[src/rtl/mult_arbiter.sv]
// mult_arbiter: round-robin front end that lets requesters A and B share one 4x4 multiplier.
// Latency: the result is valid CALC_CYCLES edges after the accept edge and is held until taken.
// Backpressure: no operand is accepted outside IDLE; res_ready low keeps the result in HOLD.

// mult4x4: unsigned 4x4 shift-and-add multiplier, purely combinational.
// Latency: none; the caller provides settle time.
// Backpressure: none.
module mult4x4 (
    input  logic [3:0] i_x,
    input  logic [3:0] i_y,
    output logic [7:0] o_p
);
    logic [7:0] w_pp0;
    logic [7:0] w_pp1;
    logic [7:0] w_pp2;
    logic [7:0] w_pp3;

    // One partial product per multiplier bit, each pre-shifted into place.
    assign w_pp0 = i_y[0] ? {4'd0, i_x}       : 8'd0;
    assign w_pp1 = i_y[1] ? {3'd0, i_x, 1'b0} : 8'd0;
    assign w_pp2 = i_y[2] ? {2'd0, i_x, 2'b0} : 8'd0;
    assign w_pp3 = i_y[3] ? {1'b0, i_x, 3'b0} : 8'd0;

    // The largest product, 15*15 = 225, fits in 8 bits, so nothing is lost in the sum.
    assign o_p = w_pp0 + w_pp1 + w_pp2 + w_pp3;
endmodule

module mult_arbiter #(
    parameter int unsigned CALC_CYCLES = 2
) (
    input  logic       clk,
    input  logic       rst_n,
    input  logic       a_valid,
    output logic       a_ready,
    input  logic [3:0] a_x,
    input  logic [3:0] a_y,
    input  logic       b_valid,
    output logic       b_ready,
    input  logic [3:0] b_x,
    input  logic [3:0] b_y,
    output logic       res_valid,
    input  logic       res_ready,
    output logic [7:0] res_p,
    output logic       res_id,
    output logic       busy
);
    typedef enum logic [1:0] {
        S_IDLE = 2'd0,
        S_CALC = 2'd1,
        S_HOLD = 2'd2
    } state_t;

    // The counter starts at CALC_CYCLES-1 so that the product is captured on the
    // CALC_CYCLES-th edge after the accept edge.
    localparam logic [3:0] CNT_INIT = 4'(CALC_CYCLES - 1);

    state_t     r_state;
    state_t     w_state_nxt;
    logic [3:0] r_cnt;
    logic [3:0] r_op_x;
    logic [3:0] r_op_y;
    logic       r_last_grant;   // 0 = A was served last, 1 = B was served last
    logic       r_res_valid;
    logic [7:0] r_res_p;
    logic       r_res_id;

    logic       w_idle;
    logic       w_grant_a;
    logic       w_grant_b;
    logic       w_accept;
    logic       w_cnt_zero;
    logic [3:0] w_sel_x;
    logic [3:0] w_sel_y;
    logic [7:0] w_prod;

    // The shared multiplier sees only registered operands, so its inputs stay stable through CALC.
    mult4x4 u_mult (
        .i_x (r_op_x),
        .i_y (r_op_y),
        .o_p (w_prod)
    );

    assign w_idle     = (r_state == S_IDLE);
    assign w_cnt_zero = (r_cnt == 4'd0);

    // Grant is recomputed every IDLE cycle from the current valids. On a tie, the
    // requester that was not served last wins. rst_n gates the readies so they
    // stay low while reset is held.
    always_comb begin
        w_grant_a = 1'b0;
        w_grant_b = 1'b0;
        if (w_idle && rst_n) begin
            w_grant_a = a_valid && (!b_valid || r_last_grant);
            w_grant_b = b_valid && (!a_valid || !r_last_grant);
        end
    end

    assign w_accept = w_grant_a || w_grant_b;
    assign w_sel_x  = w_grant_b ? b_x : a_x;
    assign w_sel_y  = w_grant_b ? b_y : a_y;

    // FSM state register.
    always_ff @(posedge clk or negedge rst_n) begin
        if (!rst_n) begin
            r_state <= S_IDLE;
        end else begin
            r_state <= w_state_nxt;
        end
    end

    // FSM next state: accept -> CALC, counter expiry -> HOLD, consumer handshake -> IDLE.
    always_comb begin
        w_state_nxt = r_state;
        unique case (r_state)
            S_IDLE:  if (w_accept)   w_state_nxt = S_CALC;
            S_CALC:  if (w_cnt_zero) w_state_nxt = S_HOLD;
            S_HOLD:  if (res_ready)  w_state_nxt = S_IDLE;
            default: w_state_nxt = S_IDLE;
        endcase
    end

    // Operand capture and arbitration history; these change only on an accept.
    always_ff @(posedge clk or negedge rst_n) begin
        if (!rst_n) begin
            r_op_x       <= 4'd0;
            r_op_y       <= 4'd0;
            r_res_id     <= 1'b0;
            r_last_grant <= 1'b1;   // reset to B so that A wins the first tie
        end else if (w_accept) begin
            r_op_x       <= w_sel_x;
            r_op_y       <= w_sel_y;
            r_res_id     <= w_grant_b;
            r_last_grant <= w_grant_b;
        end
    end

    // Settle counter: load on accept, count down while in CALC, and hold at zero.
    always_ff @(posedge clk or negedge rst_n) begin
        if (!rst_n) begin
            r_cnt <= 4'd0;
        end else if (w_accept) begin
            r_cnt <= CNT_INIT;
        end else if ((r_state == S_CALC) && !w_cnt_zero) begin
            r_cnt <= r_cnt - 4'd1;
        end
    end

    // Result register: capture the product when the counter expires, then hold it
    // until the consumer takes it.
    always_ff @(posedge clk or negedge rst_n) begin
        if (!rst_n) begin
            r_res_valid <= 1'b0;
            r_res_p     <= 8'd0;
        end else if ((r_state == S_CALC) && w_cnt_zero) begin
            r_res_valid <= 1'b1;
            r_res_p     <= w_prod;
        end else if ((r_state == S_HOLD) && res_ready) begin
            r_res_valid <= 1'b0;
        end
    end

    assign a_ready   = w_grant_a;
    assign b_ready   = w_grant_b;
    assign res_valid = r_res_valid;
    assign res_p     = r_res_p;
    assign res_id    = r_res_id;
    assign busy      = !w_idle;
endmodule

[config.mk]
export PLATFORM = sky130hd
export DESIGN_NAME = mult_arbiter
export DESIGN_NICKNAME = d
export VERILOG_FILES = /design/src/rtl/mult_arbiter.sv
export SDC_FILE = /design/constraint.sdc
export NUM_CORES = 1
export LEC_CHECK = 0
export CAP_MARGIN = 20
export CORE_MARGIN = 10
export CORE_UTILIZATION = 45
export DETAILED_ROUTE_END_ITERATION = 8
export PLACE_DENSITY_LB_ADDON = 0.3
export SYNTH_ARGS = -nofsm -noshare
export SYNTH_HDL_FRONTEND = slang
export SYNTH_SLANG_ARGS = --single-unit
[constraint.sdc]
create_clock -name clk -period 2.6 [get_ports clk]
set_input_delay 0.52 -clock clk [delete_from_list [all_inputs] [get_ports clk]]
set_output_delay 0.52 -clock clk [all_outputs]
set_load 0.02 [all_outputs]
### Word-level counts from Yosys, hierarchy flattened

Index checks and enable logic that the tools add are counted.

| operators by class | value |
|---|---|
| add/sub/neg operators | 4 |
| $mul | 0 |
| div/mod/pow operators | 0 |
| order comparisons | 0 |
| equality and inequality tests | 5 |
| shift operators | 0 |
| multiplexer cells | 16 |
| bitwise gates (word level) | 0 |
| reductions and logical operators | 19 |

Operators by type and width:

| cell | count |
|---|---|
| 8-bit adder | 3 |
| 4-bit 2-to-1 mux | 5 |
| 7-bit 2-to-1 mux | 1 |
| 1-bit logical AND | 6 |
| 2-bit 2-to-1 mux | 3 |
| 6-bit 2-to-1 mux | 1 |
| 2-bit one-hot mux with 3 select lines | 1 |
| 1-bit logical NOT | 5 |
| 5-bit 2-to-1 mux | 1 |
| 4-bit logical NOT | 1 |
| 1-bit 2-to-1 mux | 4 |
| 2-bit != test (second input constant) | 2 |
| 2-bit nonzero test | 2 |
| 4-bit by 1-bit subtractor with 4-bit output (second input constant) | 1 |
| 1-bit logical OR | 3 |
| 3-bit AND reduction | 1 |
| 2-bit by 1-bit equality test with 1-bit output (second input constant) | 1 |
| 2-bit equality test (second input constant) | 1 |
| 2-bit logical NOT | 1 |
| 2-bit by 1-bit != test with 1-bit output (second input constant) | 1 |

| word-level totals | value |
|---|---|
| bits in registers | 25 |
| bits in latches | 0 |
| memory bits (writable) | 0 |
| ROM bits | 0 |
| output and inout bits | 13 |
| word-level logic and storage cells | 52 |
| memories | 0 |

### Longest topological paths before layout

Gate-level depths: netlist of run 1.

| logic depth | value |
|---|---|
| depth after elaboration | 7 |
| mapped depth | 11 |

### Cells and area by module

Synthesis of run 1 repeated with hierarchy kept, for this count alone.

| second synthesis, totals | value |
|---|---|
| cells, all modules | 154 |
| area total of the unflattened synthesis | 1,627.8 um^2 |

By module, submodules not included:

| module | times used | cells an instance | area an instance (um^2) |
|---|---|---|---|
| mult_arbiter | 1 | 112 | 1,242.4 |
| mult4x4 | 1 | 42 | 385.4 |

### Worst setup path after synthesis of run 1

OpenSTA, ideal clock, no wires.

| path | value |
|---|---|
| path type | register to register |
| start | register r_op_x[0] |
| end | register r_res_p[7], in the netlist res_p[7] |
| arrival time | 2,531 ps |
| slack | -58 ps |
| cell stages (with the launch flop) | 12 |
| buffers on the path | 0 |
| clock period less this slack | 2,658 ps |
| cell sequence | dfrtp_1 nand2_1 fa_1 fa_1 inv_1 ha_1 inv_1 fa_1 nand2b_1 a21oi_1 xnor2_1 o21ai_0 |

| between the ends | value |
|---|---|
| cells in the longest elaborated chain, start to end | 4 |
| elaborated cells on any way between the ends | 7 |

RTL lines:

| element | RTL line | source |
|---|---|---|
| start: declaration | 60 | `logic [3:0] r_op_x;` |
| start signal: assignment | 130 | `r_op_x <= w_sel_x;` |
| 4-bit 2-to-1 mux or 5-bit 2-to-1 mux (tied branches) | 19, 20 |  |
| 8-bit adder (2 in a row) | 25 | `assign o_p = w_pp0 + w_pp1 + w_pp2 + w_pp3;` |
| 8-bit adder * | 25 |  |
| end signal: assignment | 156 | `r_res_p <= w_prod;` |
| end: declaration | 64 | `logic [7:0] r_res_p;` |

Every way passes the cells marked *; elsewhere a longest branch is shown, timed or not.
A chain may end at the register's enable or synchronous reset.

### Worst setup path in the final report of run 1

| path | value |
|---|---|
| start | register r_op_y[1] |
| end | register r_res_p[7], in the netlist res_p[7] |

| between the ends | value |
|---|---|
| cells in the longest elaborated chain, start to end | 4 |

RTL lines:

| element | RTL line | source |
|---|---|---|
| start: declaration | 61 | `logic [3:0] r_op_y;` |
| start signal: assignment | 131 | `r_op_y <= w_sel_y;` |
| 5-bit 2-to-1 mux | 20 | `assign w_pp1 = i_y[1] ? {3'd0, i_x, 1'b0} : 8'd0;` |
| 8-bit adder (3 in a row) | 25 |  |

No other way between the ends.

==> impl_summary.log, run 1 <==
[metrics] status: complete, but fails checks
[metrics] violated checks: setup timing
[metrics] Crit Reg-Reg Endpoint: res_p[7]
[metrics] post-synthesis instance area: 1520 sq um
[metrics] number of buffers inserted during clock tree synthesis: 3
[metrics] vias in the first global route: 1269
[metrics] net total in the final layout: 234
[metrics] post-detailed-routing wire length: 3.10 mm
[metrics] maximum number of pins on one net before global-route repair: 26
[metrics] buffer levels on the longest clock path: 2
[metrics] clock tree from TritonCTS: done
[metrics] cell-internal power: 0.00122 W
[metrics] final count of pins violating max slew: 0
[metrics] CTS H-Tree Depth: 1
[metrics] count of hold buffers inserted by post-cts repair: 0
[metrics] fraction of final layout cells sized beyond drive strength 1: 21.0%
[metrics] final critical-path share of the clock period: 102%
[metrics] measured slew at the worst slew-check pin: 0.371 ns
[metrics] ordered cell list for the critical path: buf_4 -> buf_4 -> and2_1 -> fa_1 -> ha_4 -> inv_1 -> fa_2 -> nand2b_4 -> a21oi_2 -> xnor2_1 -> o21ai_1
[metrics] Chip Width: 78.1 um
[metrics] library cell contributing the largest single delay on the critical path: sky130_fd_sc_hd__fa_1
[metrics] type of the worst min-delay path: flop to flop
[metrics] static leakage: 0.982 nW
[metrics] Clk pwr share: 8.8%
[metrics] total number of placement rows: 21
[metrics] insertion delay to the later sink of the worst-skew pair: 0.32 ns
[metrics] CP dominant cell by count: sky130_fd_sc_hd__buf_4
[metrics] number of detailed-route iterations in the first pass: 4
[metrics] final standard cell utilization of the core: 62.5%
[metrics] unrepaired setup endpoints after global routing: true
[metrics] Crit path required time: 2.82 ns
[metrics] overall power of the completed layout: 0.00206 W
[metrics] fraction of synthesis flops using an asynchronous set or reset pin: 100%
[metrics] cell depth of the worst flop-to-flop path: 11
[metrics] via-per-instance ratio: 4.71
[metrics] floorplan core area: 3280 sq um
[metrics] worst-case hold path end point: res_p[6]
[metrics] P&R area growth vs syn: 35.3%
[metrics] CP top delay family: adder cells
[metrics] antenna-violating nets left: 0
[metrics] critical path launch point type: flop
[metrics] Boundary Pins: 34
[metrics] final critical-path setup slack: -0.0628 ns
[metrics] Final Hold Violating Endpoints: 0
[metrics] synthesized instance count: 147
[metrics] cells taking the most area after synthesis: sky130_fd_sc_hd__dfrtp_1 40%, sky130_fd_sc_hd__ha_1 9.9%, sky130_fd_sc_hd__nand2_1 7.4%
[metrics] critical path class: flop to flop
[metrics] count of input and output buffers: 33
[metrics] flops & latches, synth: 25
[metrics] number of antenna violations at the first check in global routing: 0
[metrics] Die Footprint: 6100 sq um
[metrics] Switching Power: 0.000838 W
[metrics] count of different cell masters after synthesis: 29
[metrics] arrival time at the worst endpoint: 2.88 ns
[metrics] total power density per cell area: 1000 nW/um^2
[metrics] number of enable flip-flop cells after synthesis: 0
[metrics] worst slew slack as a fraction of its limit: 75.2%
[metrics] First DRT Iteration DRCs: 20
[metrics] All-Layer GR Usage: 10.7%
[metrics] FMAX: 376 MHz
[metrics] GRT overflow: 0
[metrics] peak per-stage delay on the critical path: 0.48 ns
[metrics] setup slack of the most critical reg-to-reg path: -0.06 ns
[metrics] clk_skew: 0.00401 ns
[metrics] Clk pin slew, worst setup/hold paths: 0.14 ns
[metrics] part of the power in combinational logic: 57.3%
[metrics] MaxCap Viol Count: 0
[metrics] Vert. Die Dim: 78.1 um
[metrics] net count after synthesis: 185
[metrics] CP Max Fanout: 3
[metrics] most area-hungry cell type in the Yosys netlist: sky130_fd_sc_hd__dfrtp_1
[metrics] TritonCTS sink count: 25
[metrics] DRC violation count after routing: 0
[metrics] average footprint of a synthesized cell: 10.3 sq um
[metrics] HPWL Detailed: 2.52 mm
[metrics] sequential power share: 33.8%
[metrics] Starting Density: 46.2%
[metrics] Cells on Worst Hold Path: 2
[metrics] Diodes inserted: 0
[metrics] first-pass GRT wire length: 5.48 mm
[metrics] shortest clock period the worst path allows after layout: 2.66 ns
[metrics] clock root buffer: sky130_fd_sc_hd__clkbuf_4
[metrics] area share of the leading cell type in the synthesized netlist: 39.6%
[metrics] startpoint of the most critical hold path: res_p[6]
[metrics] Switching Share: 40.7%
[metrics] sequential element share of the synthesized area: 41.3%
[metrics] count of warnings emitted by yosys: 0
[metrics] capturing element type of the critical path: flop
[metrics] via total after detailed routing: 1136
[metrics] dominant synthesized flop cell: sky130_fd_sc_hd__dfrtp_1
[metrics] last weighted congestion value of the routability-driven placer: 0.871
[metrics] Crit Reg-Reg Startpoint: r_op_y[1]
[metrics] routed wire length per instance: 12.9 um
[metrics] Worst VDD drop: 407 uV
[metrics] final setup fails: 2
[metrics] sum of buffers and inverters on the critical path: 3
[timing repair]
action	4_1_cts	5_1_grt
pin swaps	5	4
buffers inserted	3	0
setup endpoints to repair	5	3
gates cloned	0	0
resized for setup	10	1
[cell usage in the layout (no fill, tap or decap), types with 2 or more instances in the layout]
| cell type | synthesis | layout |
|---|---|---|
| sky130_fd_sc_hd__a21o_2 | 2 | 2 |
| sky130_fd_sc_hd__and2_1 | 8 | 8 |
| sky130_fd_sc_hd__buf_4 | 0 | 15 |
| sky130_fd_sc_hd__clkbuf_4 | 0 | 3 |
| sky130_fd_sc_hd__clkdlybuf4s50_1 | 0 | 31 |
| sky130_fd_sc_hd__dfrtp_1 | 24 | 24 |
| sky130_fd_sc_hd__dlygate4sd2_1 | 0 | 2 |
| sky130_fd_sc_hd__fa_1 | 5 | 3 |
| sky130_fd_sc_hd__fa_2 | 0 | 2 |
| sky130_fd_sc_hd__ha_1 | 12 | 10 |
| sky130_fd_sc_hd__inv_1 | 11 | 10 |
| sky130_fd_sc_hd__mux2_2 | 3 | 3 |
| sky130_fd_sc_hd__mux2i_1 | 10 | 10 |
| sky130_fd_sc_hd__nand2_1 | 30 | 28 |
| sky130_fd_sc_hd__nand2_2 | 0 | 2 |
| sky130_fd_sc_hd__nor2_1 | 2 | 2 |
| sky130_fd_sc_hd__nor3b_2 | 3 | 2 |
| sky130_fd_sc_hd__o21ai_0 | 8 | 6 |
| sky130_fd_sc_hd__o21ai_1 | 7 | 9 |
| sky130_fd_sc_hd__xnor2_1 | 2 | 2 |
| sky130_fd_sc_hd__xor2_1 | 2 | 2 |
[layer usage]
metal | global-route usage, % | vias to the layer above | routed length, um
met5 | 0 | - | 0
met4 | 2.69 | 0 | 14
met3 | 5.24 | 2 | 295
met2 | 18.1 | 35 | 1460
met1 | 11.8 | 521 | 1330
li1 | - | 578 | -
[worst max-delay path by stage]
stage	endpoint	cells past startpoint	from	slack (ns)
2_1_floorplan	res_p[7]	11	r_op_x[2]	0.01
3_3_place_gp	b_ready	4	rst_n	-0.05
3_5_place_dp	res_p[7]	11	r_op_y[1]	-0.12
4_1_cts	res_p[7]	11	r_op_y[1]	-0.05
5_1_grt	res_p[7]	11	r_op_y[1]	-0.15
6_report	res_p[7]	11	r_op_y[1]	-0.06
[tightest hold or removal path: stages (launching register included)]
cell and delay [ns]:
sky130_fd_sc_hd__dfrtp_1 0.37, sky130_fd_sc_hd__nand2_1 0.05, sky130_fd_sc_hd__o21ai_0 0.06
[flip-flops by register name, indices dropped and copies added (netlist names)]
name / count
r_op_x: 4
res_p: 8
res_valid: 1
r_op_y: 4
res_id: 1
r_last_grant: 1
r_cnt: 4
r_state: 2
[power groups by stage]
stage          Clock (W)  Combinational, W  Sequential [W]
2_1_floorplan          0          0.000646        0.000747
3_3_place_gp           0           0.00107        0.000686
3_5_place_dp           0           0.00111        0.000697
4_1_cts         0.000188           0.00117        0.000695
5_1_grt         0.000202           0.00135        0.000722
6_report        0.000182           0.00118        0.000697
[cell usage after synthesis (3+ instances only)]
| cell | number |
|---|---|
| sky130_fd_sc_hd__ha_1 | 12 |
| sky130_fd_sc_hd__and2_1 | 8 |
| sky130_fd_sc_hd__inv_1 | 11 |
| sky130_fd_sc_hd__o21ai_0 | 8 |
| sky130_fd_sc_hd__mux2_2 | 3 |
| sky130_fd_sc_hd__mux2i_1 | 10 |
| sky130_fd_sc_hd__nand2_1 | 30 |
| sky130_fd_sc_hd__fa_1 | 5 |
| sky130_fd_sc_hd__dfrtp_1 | 24 |
| sky130_fd_sc_hd__buf_2 | 3 |
| sky130_fd_sc_hd__nor3b_2 | 3 |
| sky130_fd_sc_hd__o21ai_1 | 7 |
[logic make-up after synthesis]
logic type                 after synthesis  synth area share (%)
adders and majority gates               17                  16.5
buffers and inverters                   15                  5.03
and+or+nand+nor                         51                  17.6
xor gates and xnor gates                 4                  2.31
AOI/OAI and AO/OA                       22                  8.49
muxes                                   13                  8.82
DFF                                     25                  41.3
[through the flow]
stage | hold slack, ns | instances | TNS [ns] | area (sq um) | setup WS (ns)
global placement | 0.460 | 234 | -0.122 | 1970 | -0.0501
global route | 0.522 | 241 | -0.378 | 2050 | -0.146
finish | 0.503 | 241 | -0.0792 | 2050 | -0.0628
CTS | 0.510 | 241 | -0.0691 | 2040 | -0.0540
floorplan | 0.224 | 147 | 0 | 1520 | 0.0105
detailed placement | 0.479 | 234 | -0.233 | 1970 | -0.120
[cell type report]
class	instances	area [sq um]
Clock buffer	3	22.5
Clock inverter	1	7.51
Fill cell	303	1230
Inverter	11	41.3
Multi-Input combinational cell	107	857
Sequential cell	25	627
Tap cell	46	57.6
Timing Repair Buffer	48	440
No activity file was read; power rests on OpenSTA's default activity.
==> run 2: changes to the inputs <==
==> constraint.sdc (replaced) <==
create_clock -name clk -period 2.39 [get_ports clk]
set_input_delay 0.478 -clock clk [delete_from_list [all_inputs] [get_ports clk]]
set_output_delay 0.478 -clock clk [all_outputs]
set_load 0.02 [all_outputs]
==> run 2 against run 1 <==
Compared with the run above: the flow still finishes with violations (setup timing); sequential power up 8.5%; critical path depth unchanged; sequential share of layout area down 0.35 points; critical endpoint unchanged; largest cell class unchanged.
==> impl_summary.log, run 2 (same netlist as run 1, synthesis figures left out) <==
[metrics] status: complete, but fails checks
[metrics] violated checks: setup timing
[metrics] CTS H-Tree Depth: 1 (unchanged)
[metrics] cell-internal power: 0.00136 W (+11%)
[metrics] All-Layer GR Usage: 10.9% (+0.18 points)
[metrics] floorplan core area: 3280 sq um (unchanged)
[metrics] Final Hold Violating Endpoints: 0 (unchanged)
[metrics] static leakage: 0.989 nW (+0.67%)
[metrics] Switching Share: 40.9% (+0.22 points)
[metrics] setup tns final: -0.761 ns (-0.681 ns)
[metrics] met3 capacity usage during global routing: 5.58% (+0.34 points)
[metrics] CP dominant cell by count: sky130_fd_sc_hd__buf_4
[metrics] first-pass GRT wire length: 5.64 mm (+3.0%)
[metrics] fraction of final layout cells sized beyond drive strength 1: 23.5% (+2.4 points)
[metrics] final critical-path setup slack: -0.307 ns (-0.244 ns)
[metrics] MaxCap Viol Count: 0 (unchanged)
[metrics] post-layout instance area: 2080 sq um (+1.2%)
[metrics] buffer levels on the longest clock path: 2 (unchanged)
[metrics] capturing element type of the critical path: flop
[metrics] sequential power share: 32.9% (-0.9 points)
[metrics] library cell contributing the largest single delay on the critical path: sky130_fd_sc_hd__fa_1
[metrics] final setup fails: 4 (+2)
[metrics] Starting Density: 46.2% (unchanged)
[metrics] Switching Power: 0.000939 W (+12%)
[metrics] peak per-stage delay on the critical path: 0.50 ns (+0.02 ns)
[metrics] antenna-violating nets left: 0 (unchanged)
[metrics] FMAX: 371 MHz (-1.3%)
[metrics] layout filler cell count: 282 (-6.9%)
[metrics] number of buffers inserted during clock tree synthesis: 3 (unchanged)
[metrics] Boundary Pins: 34 (unchanged)
[metrics] Cells on Worst Hold Path: 2 (unchanged)
[metrics] most common library cell in the layout ignoring fill and taps: sky130_fd_sc_hd__clkdlybuf4s50_1
[metrics] arrival time at the worst endpoint: 2.92 ns (+0.04 ns)
[metrics] Crit path required time: 2.61 ns (-0.21 ns)
[metrics] cell depth of the worst flop-to-flop path: 11 (unchanged)
[metrics] Crit Reg-Reg Endpoint: res_p[7]
[metrics] Vert. Die Dim: 78.1 um (unchanged)
[metrics] Worst VDD drop: 447 uV (+9.8%)
[metrics] post-detailed-routing wire length: 3.20 mm (+3.1%)
[metrics] final critical-path share of the clock period: 113% (+10 points)
[metrics] vias in the first global route: 1350 (+6.4%)
[metrics] ordered cell list for the critical path: buf_4 -> buf_4 -> and2_4 -> fa_1 -> ha_4 -> inv_1 -> fa_2 -> nand2b_4 -> a21oi_2 -> xnor2_1 -> o21ai_1
[metrics] clock tree from TritonCTS: done
[metrics] total power density per cell area: 1100 nW/um^2 (+10%)
[metrics] Chip Width: 78.1 um (unchanged)
[metrics] P&R area growth vs syn: 36.9%
[metrics] insertion delay to the later sink of the worst-skew pair: 0.33 ns (about the same)
[metrics] number of antenna violations at the first check in global routing: 0 (unchanged)
[metrics] max FFs per register: 8 (unchanged)
[metrics] total number of placement rows: 21 (unchanged)
[metrics] clock root buffer: sky130_fd_sc_hd__clkbuf_4
[metrics] setup slack of the most critical reg-to-reg path: -0.31 ns (-0.24 ns)
[metrics] startpoint of the most critical hold path: res_p[4]
[metrics] TritonCTS sink count: 25 (unchanged)
[metrics] count of hold buffers inserted by post-cts repair: 0 (unchanged)
[metrics] CP Max Fanout: 4 (+1)
[metrics] First DRT Iteration DRCs: 48 (+140%)
[metrics] maximum number of pins on one net before global-route repair: 26 (unchanged)
[metrics] worst slew slack as a fraction of its limit: 73.4% (-1.8 points)
[metrics] Die Footprint: 6100 sq um (unchanged)
[metrics] routed wire length per instance: 13.2 um (+2.7%)
[metrics] DRC violation count after routing: 0 (unchanged)
[metrics] number of detailed-route iterations in the first pass: 4 (unchanged)
[metrics] net total in the final layout: 235 (+0.43%)
[metrics] HPWL Detailed: 2.55 mm (+1.4%)
[metrics] critical path launch point type: flop
[metrics] final count of pins violating max slew: 0 (unchanged)
[metrics] last weighted congestion value of the routability-driven placer: 0.844 (-3.1%)
[metrics] clk_skew: 0.00439 ns (+0.000374 ns)
[metrics] shortest clock period the worst path allows after layout: 2.70 ns (+0.0339 ns)
[metrics] final standard cell utilization of the core: 63.2% (+0.72 points)
[metrics] met2 capacity usage during global routing: 18.8% (+0.66 points)
[metrics] GRT overflow: 0 (unchanged)
[metrics] Clk pwr share: 8.5% (-0.3 points)
[metrics] count of input and output buffers: 33 (unchanged)
[metrics] grt peak-use layer: met2
[metrics] Clk pin slew, worst setup/hold paths: 0.14 ns (about the same)
[metrics] worst-case hold path end point: res_p[4]
[metrics] overall power of the completed layout: 0.00229 W (+11%)
[metrics] type of the worst min-delay path: flop to flop
[metrics] part of the power in combinational logic: 58.6% (+1.3 points)
[metrics] met1 GRT Util: 11.2% (-0.56 points)
[metrics] Cell Area, Placed: 1990 sq um (+1.1%)
[metrics] measured slew at the worst slew-check pin: 0.397 ns (+0.0264 ns)
[metrics] unrepaired setup endpoints after global routing: true
[metrics] critical path class: flop to flop
[metrics] Post-Place Setup Slack: -0.317 ns (-0.197 ns)
[metrics] via-per-instance ratio: 4.82 (+2.3%)
[metrics] Crit Reg-Reg Startpoint: r_op_y[1]
[metrics] via total after detailed routing: 1167 (+2.7%)
[metrics] Diodes inserted: 0 (unchanged)
[metrics] commonest non-fill, non-tap cells in the layout: 31 x sky130_fd_sc_hd__clkdlybuf4s50_1, 28 x sky130_fd_sc_hd__nand2_1, 24 x sky130_fd_sc_hd__dfrtp_1
-- run 2: cell type report --
class	count	area, sq um	area share, %
Multi-Input combinational cell	107	876	42.2
Clock buffer	3	22.5	1.08
Clock inverter	1	5.00	0.241
Sequential cell	25	627	30.2
Timing Repair Buffer	49	448	21.6
Inverter	11	41.3	1.99
Tap cell	46	57.6	2.77
-- run 2: worst max-delay path by stage --
stage / from / endpoint / slack, ns / cells past startpoint
floorplan: r_op_y[1] / res_p[7] / -0.17 / 11
global placement: r_op_y[1] / res_p[7] / -0.20 / 11
detailed placement: r_op_y[1] / res_p[7] / -0.32 / 11
CTS: r_op_x[0] / res_p[7] / -0.31 / 11
global route: r_op_x[1] / res_p[7] / -0.44 / 11
finish: r_op_y[1] / res_p[7] / -0.31 / 11
-- run 2: power by group through the flow --
stage | combinational, W | clock (W) | sequential [W]
finish | 0.00134 | 0.000194 | 0.000756
CTS | 0.00129 | 0.000197 | 0.000747
detailed placement | 0.00125 | 0 | 0.000751
global placement | 0.00121 | 0 | 0.000740
floorplan | 0.000711 | 0 | 0.000813
global route | 0.00153 | 0.000221 | 0.000782
-- run 2: critical path: cells and delay by family, from the launching register on --
kind	cells	cell delay (ns)
adder cells (fa/ha/maj)	3	1.20
flip-flops	1	0.44
buffers and inverters	3	0.33
AND/OR/NAND/NOR	2	0.30
AO/OA/AOI/OAI	2	0.20
XOR/XNOR	1	0.12
-- run 2: timing repair --
| item | 4_1_cts | 5_1_grt |
|---|---|---|
| resized for setup | 8 | 11 |
| pin swaps | 7 | 8 |
| endpoints found under the hold margin | 0 | 0 |
| setup endpoints to repair | 6 | 5 |
| setup buffers | 2 | 1 |
-- run 2: metrics by stage --
| step | hold WS (ns) | cells |
|---|---|---|
| 4_1_cts | 0.505 | 242 |
| 2_1_floorplan | 0.182 | 147 |
| 5_1_grt | 0.552 | 242 |
| 6_report | 0.498 | 242 |
| 3_3_place_gp | 0.460 | 236 |
| 3_5_place_dp | 0.469 | 236 |
-- run 2: layer usage --
metal	share of wire, %	up-vias	wire length (um)
met3	10	4	326
met1	40	544	1290
met2	48	35	1540
met5	0	-	0
met4	1.1	0	34
li1	-	584	-
